## src/rtl/seseg_rx.sv

```systemverilog
// rtl/seseg_rx.sv - seven-segment bus reader with stability filter and hex decode
//
// Watches a multiplexed, active-low 4-digit seven-segment bus, waits until a
// digit's pattern has been stable for STABLE_CYCLES samples, and decodes it
// back into a 4-digit hex shadow register.
//
// Ports:
//   clk        system clock, rising edge
//   rst        synchronous active-high reset
//   seg[6:0]   segment lines, active-low, bit0=a .. bit6=g
//   an[3:0]    digit anodes, active-low, one low bit selects a digit
//   digits     decoded nibbles, digits[4i+3:4i] is digit i
//   dig_valid  digit i currently holds a decoded hex value
//   upd        one-cycle pulse, a digit was captured as hex or blank
//   upd_digit  index of the captured digit, holds its last value
//   err        one-cycle pulse, a stable pattern was not a legal glyph
//   err_digit  index of the offending digit, holds its last value

module seseg_rx #(
  parameter int STABLE_CYCLES = 4
) (
  input  logic        clk,
  input  logic        rst,
  input  logic [6:0]  seg,
  input  logic [3:0]  an,
  output logic [15:0] digits,
  output logic [3:0]  dig_valid,
  output logic        upd,
  output logic [1:0]  upd_digit,
  output logic        err,
  output logic [1:0]  err_digit
);

  localparam int CW = $clog2(STABLE_CYCLES + 1);
  // Count value at which the next matching sample completes the run.
  localparam logic [CW-1:0] LAST = CW'(STABLE_CYCLES - 1);
  localparam logic [CW-1:0] ONE  = CW'(1);

  typedef enum logic [1:0] {
    IDLE  = 2'd0,
    TRACK = 2'd1,
    HELD  = 2'd2
  } state_t;

  state_t        state;
  logic [CW-1:0] count;

  // Registered bus sample and the pattern of the run being tracked.
  logic [6:0] s_seg;
  logic [3:0] s_an;
  logic [6:0] r_seg;
  logic [3:0] r_an;

  logic       legal;
  logic [1:0] sel;
  logic       same;
  logic [3:0] nib;
  logic       is_hex;
  logic       is_blank;

  // Exactly one low anode bit selects a digit; idle and conflicts are not legal.
  always_comb begin
    legal = 1'b1;
    sel   = 2'd0;
    case (s_an)
      4'b1110: sel = 2'd0;
      4'b1101: sel = 2'd1;
      4'b1011: sel = 2'd2;
      4'b0111: sel = 2'd3;
      default: legal = 1'b0;
    endcase
  end

  assign same = (s_seg == r_seg) && (s_an == r_an);

  // Glyph decode, written g..a to match the segment ordering.
  always_comb begin
    nib      = 4'h0;
    is_hex   = 1'b1;
    is_blank = 1'b0;
    case (s_seg)
      7'b1000000: nib = 4'h0;
      7'b1111001: nib = 4'h1;
      7'b0100100: nib = 4'h2;
      7'b0110000: nib = 4'h3;
      7'b0011001: nib = 4'h4;
      7'b0010010: nib = 4'h5;
      7'b0000010: nib = 4'h6;
      7'b1011000: nib = 4'h7;
      7'b0000000: nib = 4'h8;
      7'b0010000: nib = 4'h9;
      7'b0001000: nib = 4'hA;
      7'b0000011: nib = 4'hB;
      7'b1000110: nib = 4'hC;
      7'b0100001: nib = 4'hD;
      7'b0000110: nib = 4'hE;
      7'b0001110: nib = 4'hF;
      7'b1111111: begin
        is_hex   = 1'b0;
        is_blank = 1'b1;
      end
      default: is_hex = 1'b0;
    endcase
  end

  always_ff @(posedge clk) begin
    if (rst) begin
      s_seg     <= 7'h7F;
      s_an      <= 4'hF;
      r_seg     <= 7'h7F;
      r_an      <= 4'hF;
      state     <= IDLE;
      count     <= '0;
      digits    <= '0;
      dig_valid <= '0;
      upd       <= 1'b0;
      upd_digit <= 2'd0;
      err       <= 1'b0;
      err_digit <= 2'd0;
    end else begin
      s_seg <= seg;
      s_an  <= an;
      upd   <= 1'b0;
      err   <= 1'b0;

      if (!legal) begin
        state <= IDLE;
        count <= '0;
      end else begin
        case (state)
          IDLE: begin
            state <= TRACK;
            count <= ONE;
            r_seg <= s_seg;
            r_an  <= s_an;
          end

          TRACK: begin
            if (!same) begin
              count <= ONE;
              r_seg <= s_seg;
              r_an  <= s_an;
            end else if (count == LAST) begin
              // Run complete: capture once, then sit in HELD until it changes.
              count <= count + ONE;
              state <= HELD;
              if (is_hex) begin
                digits[4*sel +: 4] <= nib;
                dig_valid[sel]     <= 1'b1;
                upd                <= 1'b1;
                upd_digit          <= sel;
              end else if (is_blank) begin
                dig_valid[sel] <= 1'b0;
                upd            <= 1'b1;
                upd_digit      <= sel;
              end else begin
                dig_valid[sel] <= 1'b0;
                err            <= 1'b1;
                err_digit      <= sel;
              end
            end else begin
              count <= count + ONE;
            end
          end

          HELD: begin
            if (!same) begin
              state <= TRACK;
              count <= ONE;
              r_seg <= s_seg;
              r_an  <= s_an;
            end
          end

          default: begin
            state <= IDLE;
            count <= '0;
          end
        endcase
      end
    end
  end

endmodule

```

## config.mk

```make
export PLATFORM = sky130hd
export DESIGN_NAME = seseg_rx
export DESIGN_NICKNAME = d
export VERILOG_FILES = /design/src/rtl/seseg_rx.sv
export SDC_FILE = /design/constraint.sdc
export NUM_CORES = 1
export LEC_CHECK = 0
export ABC_AREA = 1
export CORE_ASPECT_RATIO = 2
export CORE_MARGIN = 2
export CORE_UTILIZATION = 27
export DETAILED_ROUTE_END_ITERATION = 10
export PLACE_DENSITY = 0.55
export RECOVER_POWER = 50
export SETUP_SLACK_MARGIN = 0.1
export SYNTH_ARGS = -nofsm -noshare
export SYNTH_HDL_FRONTEND = slang
export SYNTH_SLANG_ARGS = --single-unit
```

## constraint.sdc

```tcl
create_clock -name clk -period 1.8 [get_ports clk]
set_clock_uncertainty 0.05 [all_clocks]
set_input_delay 0.36 -clock clk [delete_from_list [all_inputs] [get_ports clk]]
set_output_delay 0.36 -clock clk [all_outputs]
set_load 0.01 [all_outputs]
```

==> results of run 1 <==
-- state kept, by name, summed over array words and instances (netlist names), named ones only --
name / cells
state: 2
s_an: 4
r_seg: 7
count: 3
s_seg: 7
err: 1
upd_digit: 2
upd: 1
digits: 16
err_digit: 2
r_an: 4
-- cell usage in the layout (no fill, tap or decap), drive strengths merged --
master / count
nand4: 13
nand2: 107
nor3: 8
dlygate4sd3: 10
nor2: 64
xnor2: 7
clkdlybuf4s50: 28
or2: 12
o21ai: 16
nand3: 14
o211ai: 11
a2111oi: 1
o2111ai: 1
a21oi: 21
nand3b: 1
dfxtp: 53
buf: 74
inv: 51
a31o: 1
clkinv: 3
ha: 11
clkbuf: 6
-- per-stage QoR --
step / utilization, % / hold WS (ns) / cell area, sq um
final: 45.7 / 0.419 / 4640
after floorplan: - / 0.405 / 2860
after global placement: 37.3 / 0.408 / 3790
after CTS: 44.6 / 0.421 / 4530
after detailed placement: 37.3 / 0.411 / 3790
after global routing: 45.7 / 0.448 / 4640
-- power breakdown --
part           switching (mW)  leakage (nW)  internal (mW)
clock network           0.453        0.0712          0.520
registers              0.0567         0.433           1.22
logic                   0.361          1.69          0.366
-- timing repair --
action                                  4_1_cts  5_1_grt
gates cloned                                  4        0
endpoints found under the setup margin       40       42
resized for setup                           113       38
setup buffers                                14        3
pin swaps                                    25       25
-- logic make-up (layout without fill, tap and decap cells) --
group / Yosys count / after routing / synth area share (%)
flops: 53 / 53 / 37.6
compound gates: 51 / 51 / 10.4
xor+xnor: 7 / 7 / 2.17
simple gates: 218 / 219 / 36.2
fa+ha+maj: 11 / 11 / 4.87
buf+inv: 61 / 172 / 8.77
-- final cells by class --
class | count | area (sq um)
Sequential cell | 53 | 1090
Clock buffer | 6 | 129
Timing Repair Buffer | 112 | 1080
Multi-Input combinational cell | 288 | 1930
Inverter | 52 | 223
Fill cell | 1049 | 5510
Clock inverter | 2 | 13.8
Tap cell | 135 | 169
-- critical path, stage by stage, from the launching register on --
cell	delay, ns
dfxtp_4	0.37
xnor2_1	0.24
nand2_1	0.09
nor2_1	0.10
buf_4	0.14
nand4_4	0.24
nor2_4	0.25
buf_4	0.13
nand4_1	0.06
a21oi_1	0.13
-- worst min-delay path by stage --
stage / to / slack (ns) / start / depth (start not counted)
final: digits[5] / 0.42 / digits[5] / 2
after floorplan: count[2] / 0.41 / count[2] / 2
after CTS: digits[5] / 0.42 / digits[5] / 2
after global routing: register / 0.45 / register / 2
after detailed placement: digits[9] / 0.41 / digits[9] / 2
after global placement: digits[9] / 0.41 / digits[9] / 2
-- metal layers --
metal / up-vias / part of all wire (%) / GRT usage [%]
li1: 1498 / - / -
met1: 1396 / 32 / 13.9
met2: 78 / 59 / 34.9
met3: 45 / 2.5 / 1.88
met4: 0 / 6.6 / 12.7
met5: - / 0 / 0
==> qor.txt, run 1 <==
Status: finished with violations
Failing checks: setup timing
Die H: 149 microns
Critical path endpoint category: register
Hold Buf Count CTS: 0
Skew-Pair Late Insertion Delay: 0.30 ns
Top cell type's share of synthesized area: 37.6%
Inserted Clock Buffers: 5
CTS tree: built
R2R Setup Slk: -0.07 ns
Synth Net Count: 425
Die X: 76.3 microns
Cell row count: 52
Core area: 10100 sq um
Critical path class: register to register
IO Count: 39
Post-DRT Antenna Nets: 0
Synth-to-layout area growth: 64.2%
Clock Sinks: 53
Leakage: 2.19 nW
Dpl hpwl: 6.53 mm
Total Wirelength: 9.22 mm
Pre-CTS WS: -0.138 ns
Initial Util: 27.8%
Top_reg_cell synth: dfxtp_1
Diode count: 0
Final period util: 104%
Final nets: 536
Gr usage total: 16.9%
Initial antenna violation count: 0
Max Slew Vio Count: 0
RR Startpoint: s_seg[6]
Seq cells post-synth: 53
Mapped Cells: 401
Netlist cell types: 31
Largest cells by area after synthesis: dfxtp_1, nand2_1, nor2_1
Slew HR: 75.8%
Yosys warns: 0
Total gr overflow: 0
Largest net degree at the start of global routing: 18
Post-synth EDFFs: 0
R2R Path End: digits[6]
DRT Pass-1 Iters: 5
Critical Path AT: 2.06 ns
PnR Total Power: 2.98 mW
Largest area contributor in the netlist: dfxtp_1
CTS H-tree lvls: 2
Reg2Reg Depth: 9
Worst setup SP type: register
Unrepaired setup endpoints after global routing: true
Routed vias/inst: 4.66
First-pass GRT wire length: 15.1 mm
Crit path max fanout: 6
Layout cells sized above 1: 42.9%
Worst setup startpoint: s_seg[6]
Max-Cap Viols: 0
Top-count cell post-synth: nand2_1
Worst Path Required: 1.99 ns
Final TNS setup: -0.547 ns
Post-route setup slack: -0.0688 ns
Final Hold Vio Count: 0
Clk buf depth: 2
Layout Cells excl Fill: 648
Slew @ Worst Pin: 0.353 ns
Max VDD drop: 0.468 mV
Post-route DRC: 0
Vias post-DR: 3017
Vias in the first global route: 3270
Worst hold path class: register to register
Synth top cells by count: nand2_1, nor2_1, dfxtp_1
Dpl cells: 620
Fraction of registers with async set/reset: 0%
Seq/Total Area, Yosys: 37.6%
Die Area: 11300 sq um
DRT iter0 DRCs: 98
Max Fclk: 535 MHz
Post-synth design cell area: 2830 sq um
Final setup vio count: 19
Worst setup path end: digits[6]
Reg clk slew, reported paths: 0.08 ns
Pwr Density: 642 nW/um^2
Routed length per instance: 14.2 microns
Syn avg cell area: 7.05 sq um
Root buf cell: clkbuf_16
Final min period: 1.87 ns
Port bufs: 38
Gpl congestion: 0.881
Note: power is estimated with default switching activity, not from simulation.
==> inputs of run 2 (changes only) <==
--- a/config.mk
+++ b/config.mk
@@ -6,11 +6,13 @@
 export NUM_CORES = 1
 export LEC_CHECK = 0
 export ABC_AREA = 1
+export CELL_PAD_IN_SITES_DETAIL_PLACEMENT = 2
+export CELL_PAD_IN_SITES_GLOBAL_PLACEMENT = 2
 export CORE_ASPECT_RATIO = 2
 export CORE_MARGIN = 2
 export CORE_UTILIZATION = 27
 export DETAILED_ROUTE_END_ITERATION = 10
-export PLACE_DENSITY = 0.55
+export PLACE_DENSITY = 0.79
 export RECOVER_POWER = 50
 export SETUP_SLACK_MARGIN = 0.1
 export SYNTH_ARGS = -nofsm -noshare
==> constraint.sdc (replaced) <==
create_clock -name clk -period 2.2 [get_ports clk]
set_clock_uncertainty 0.05 [all_clocks]
set_input_delay 0.44 -clock clk [delete_from_list [all_inputs] [get_ports clk]]
set_output_delay 0.44 -clock clk [all_outputs]
set_load 0.01 [all_outputs]
==> run 2 against run 1 <==
  * Core utilization fell by 11 points
  * Count of clock-buffer cells in the layout decreased by 1
  * Global-route usage up 0.22 points
  * Largest cell class unchanged
  * Worst setup slack improved by 0.22 ns
  * Cell area is 23% lower
  * Sequential share of layout area increased by 6.6 points
  * Die area unchanged
  * Critical path depth is the same
  * The flow now finishes without violations
  * Worst hold slack improved by 0.0019 ns
  * Non-clock buffer count is 70 lower
  * Fmax decreased by 8.7%
==> qor.txt, run 2 (synthesis gave the netlist of run 1 again) <==
Status: complete, no violations (was finished with violations)
WHS Endpoint: digits[5] (unchanged)
Final Hold Vio Count: 0 (unchanged)
Core area: 10100 sq um (unchanged)
# fillers: 1262 (was 1049)
Total Wirelength: 9.58 mm (was 9.22 mm)
R2R Setup Slk: 0.15 ns (was -0.07 ns)
Final min period: 2.05 ns (was 1.87 ns)
DRT Pass-1 Iters: 4 (was 5)
Gpl congestion: 0.855 (was 0.881)
Worst Path Required: 2.30 ns (was 1.99 ns)
Commonest non-fill, non-tap cell in the layout: nand2_1 (unchanged)
Die X: 76.3 microns (unchanged)
Reg clk slew, reported paths: 0.08 ns (about the same)
Hold Crit Depth: 2 (unchanged)
Most flops, register: digits (unchanged)
PnR Total Power: 2.20 mW (was 2.98 mW)
Diode count: 0 (unchanged)
Most frequent cells in the layout: nand2_1, nor2_1, dfxtp_1, inv_1, dlygate4sd3_1 (was nand2_1, buf_4, dfxtp_1, nor2_1, inv_1)
Die H: 149 microns (unchanged)
Layout cells sized above 1: 15.6% (was 42.9%)
RR Startpoint: s_an[3] (was s_seg[6])
Final nets: 466 (was 536)
Skew-Pair Late Insertion Delay: 0.30 ns (about the same)
Dpl hpwl: 7.56 mm (was 6.53 mm)
Inserted Clock Buffers: 5 (unchanged)
Clk buf depth: 2 (unchanged)
Vias post-DR: 2764 (was 3017)
Worst hold path class: register to register (unchanged)
Final setup vio count: 0 (was 19)
Root buf cell: clkbuf_16 (unchanged)
Port bufs: 38 (unchanged)
Max-Cap Viols: 0 (unchanged)
Initial Util: 27.8% (unchanged)
Max Fclk: 488 MHz (was 535 MHz)
Final TNS setup: 0 ns (was -0.547 ns)
Register area: 1070 sq um (was 1090 sq um)
Hold wc startpoint: digits[5] (unchanged)
Gr usage total: 17.1% (was 16.9%)
Critical Path AT: 2.15 ns (was 2.06 ns)
Max FFs per register: 16 (unchanged)
Layout Cells excl Fill: 578 (was 648)
Routed length per instance: 16.6 microns (was 14.2 microns)
Cell row count: 52 (unchanged)
Critical path endpoint category: register (unchanged)
Area occupied by multi-input gates: 1560 sq um (was 1930 sq um)
Biggest registers after layout: digits x16, r_seg x7, s_seg x7 (unchanged)
Reg2Reg Depth: 9 (unchanged)
Post-DRT Antenna Nets: 0 (unchanged)
Synth-to-layout area growth: 25.8% (was 64.2%)
Leakage: 1.70 nW (was 2.19 nW)
Max VDD drop: 0.294 mV (was 0.468 mV)
Routed vias/inst: 4.78 (was 4.66)
Final period util: 93.1% (was 104%)
R2R Path End: digits[13] (was digits[6])
Worst setup SP type: register (unchanged)
Pwr Density: 618 nW/um^2 (was 642 nW/um^2)
IO Count: 39 (unchanged)
CTS H-tree lvls: 2 (unchanged)
Largest net degree at the start of global routing: 23 (was 18)
DRT iter0 DRCs: 81 (was 98)
First-pass GRT wire length: 15.3 mm (was 15.1 mm)
Dpl cells: 569 (was 620)
Critical path class: register to register (unchanged)
Clock Sinks: 53 (unchanged)
Slew HR: 49.1% (was 75.8%)
Total gr overflow: 0 (unchanged)
Max Slew Vio Count: 0 (unchanged)
Vias in the first global route: 3117 (was 3270)
Slew @ Worst Pin: 0.763 ns (was 0.353 ns)
Unrepaired setup endpoints after global routing: true (unchanged)
Crit path max fanout: 5 (was 6)
Die Area: 11300 sq um (unchanged)
CTS tree: built (unchanged)
Post-route DRC: 0 (unchanged)
Final core occ: 35.0% (was 45.7%)
Initial antenna violation count: 0 (unchanged)
==> run 2: cell types whose count changed in the layout (fill, tap and decap cells not counted), sizes merged <==
cell,before,now
nand4,13,14
dlygate4sd3,10,27
clkinv,3,4
clkdlybuf4s50,28,11
buf,74,3
nand3,14,13
clkinvlp,0,1
inv,51,50
==> run 2: report_power, final <==
group | switching, mW | internal (mW)
clock network | 0.392 | 0.425
logic | 0.216 | 0.121
registers | 0.0413 | 1.00
==> run 2: metrics by stage <==
step | setup WS [ns] | area, sq um | hold slack [ns]
finish | 0.152 | 3550 | 0.421
global route | 0.0137 | 3550 | 0.447
CTS | 0.108 | 3520 | 0.431
detailed placement | 0.0184 | 3350 | 0.419
global placement | 0.0903 | 3350 | 0.406
floorplan | 0.421 | 2830 | 0.405
==> run 2: worst max-delay path: stages (launching register included) <==
cell and delay, ns:
dfxtp_1 0.44, nand2_1 0.19, inv_1 0.12, nand3_1 0.11, a21oi_2 0.29, nand4_4 0.24
nor2_4 0.21, nand2_2 0.11, nand2_1 0.09, a21oi_1 0.06
==> run 2: how the worst max path moves through the flow <==
| stage | startpoint | to | slack (ns) | cells after the start |
|---|---|---|---|---|
| final | s_an[3] | digits[13] | 0.15 | 9 |
| after global routing | s_an[3] | digits[12] | 0.01 | 9 |
| after CTS | s_seg[3] | digits[3] | 0.11 | 13 |
| after detailed placement | s_an[3] | digits[2] | 0.02 | 9 |
| after global placement | s_an[1] | digits[2] | 0.09 | 9 |
| after floorplan | s_an[3] | digits[0] | 0.42 | 9 |
==> run 2: area by class of cell <==
type	instances	share of cell area, %
multi-input combinational	288	44.0
sequential	53	30.2
timing repair buffer	42	11.4
inverter	52	5.53
tap	135	4.75
clock buffer	5	3.52
clock inverter	3	0.598
==> run 2: metal layers <==
| layer | GRT usage (%) | share of wire [%] | routed length, microns | vias to the layer above |
|---|---|---|---|---|
| met4 | 6.36 | 1.7 | 160 | 0 |
| met2 | 37.2 | 62 | 5900 | 26 |
| met3 | 1.82 | 1.3 | 121 | 11 |
| met5 | 0 | 0 | 0 | - |
| met1 | 15.3 | 35 | 3400 | 1367 |
| li1 | - | - | - | 1360 |
==> run 2: repair_timing <==
item | CTS | global route
setup buffers | 0 | 0
endpoints found under the setup margin | 5 | 27
cloned | 0 | 1
pin swaps | 0 | 2
resized for setup | 6 | 13
hold buffers | 0 | 0
==> inputs of run 3 (changes only) <==
--- a/config.mk
+++ b/config.mk
@@ -15,6 +15,7 @@
 export PLACE_DENSITY = 0.79
 export RECOVER_POWER = 50
 export SETUP_SLACK_MARGIN = 0.1
+export SLEW_MARGIN = 15
 export SYNTH_ARGS = -nofsm -noshare
 export SYNTH_HDL_FRONTEND = slang
 export SYNTH_SLANG_ARGS = --single-unit
==> results of run 3 <==
Same layout as run 2: the final DEF is identical, and so are final timing and power.
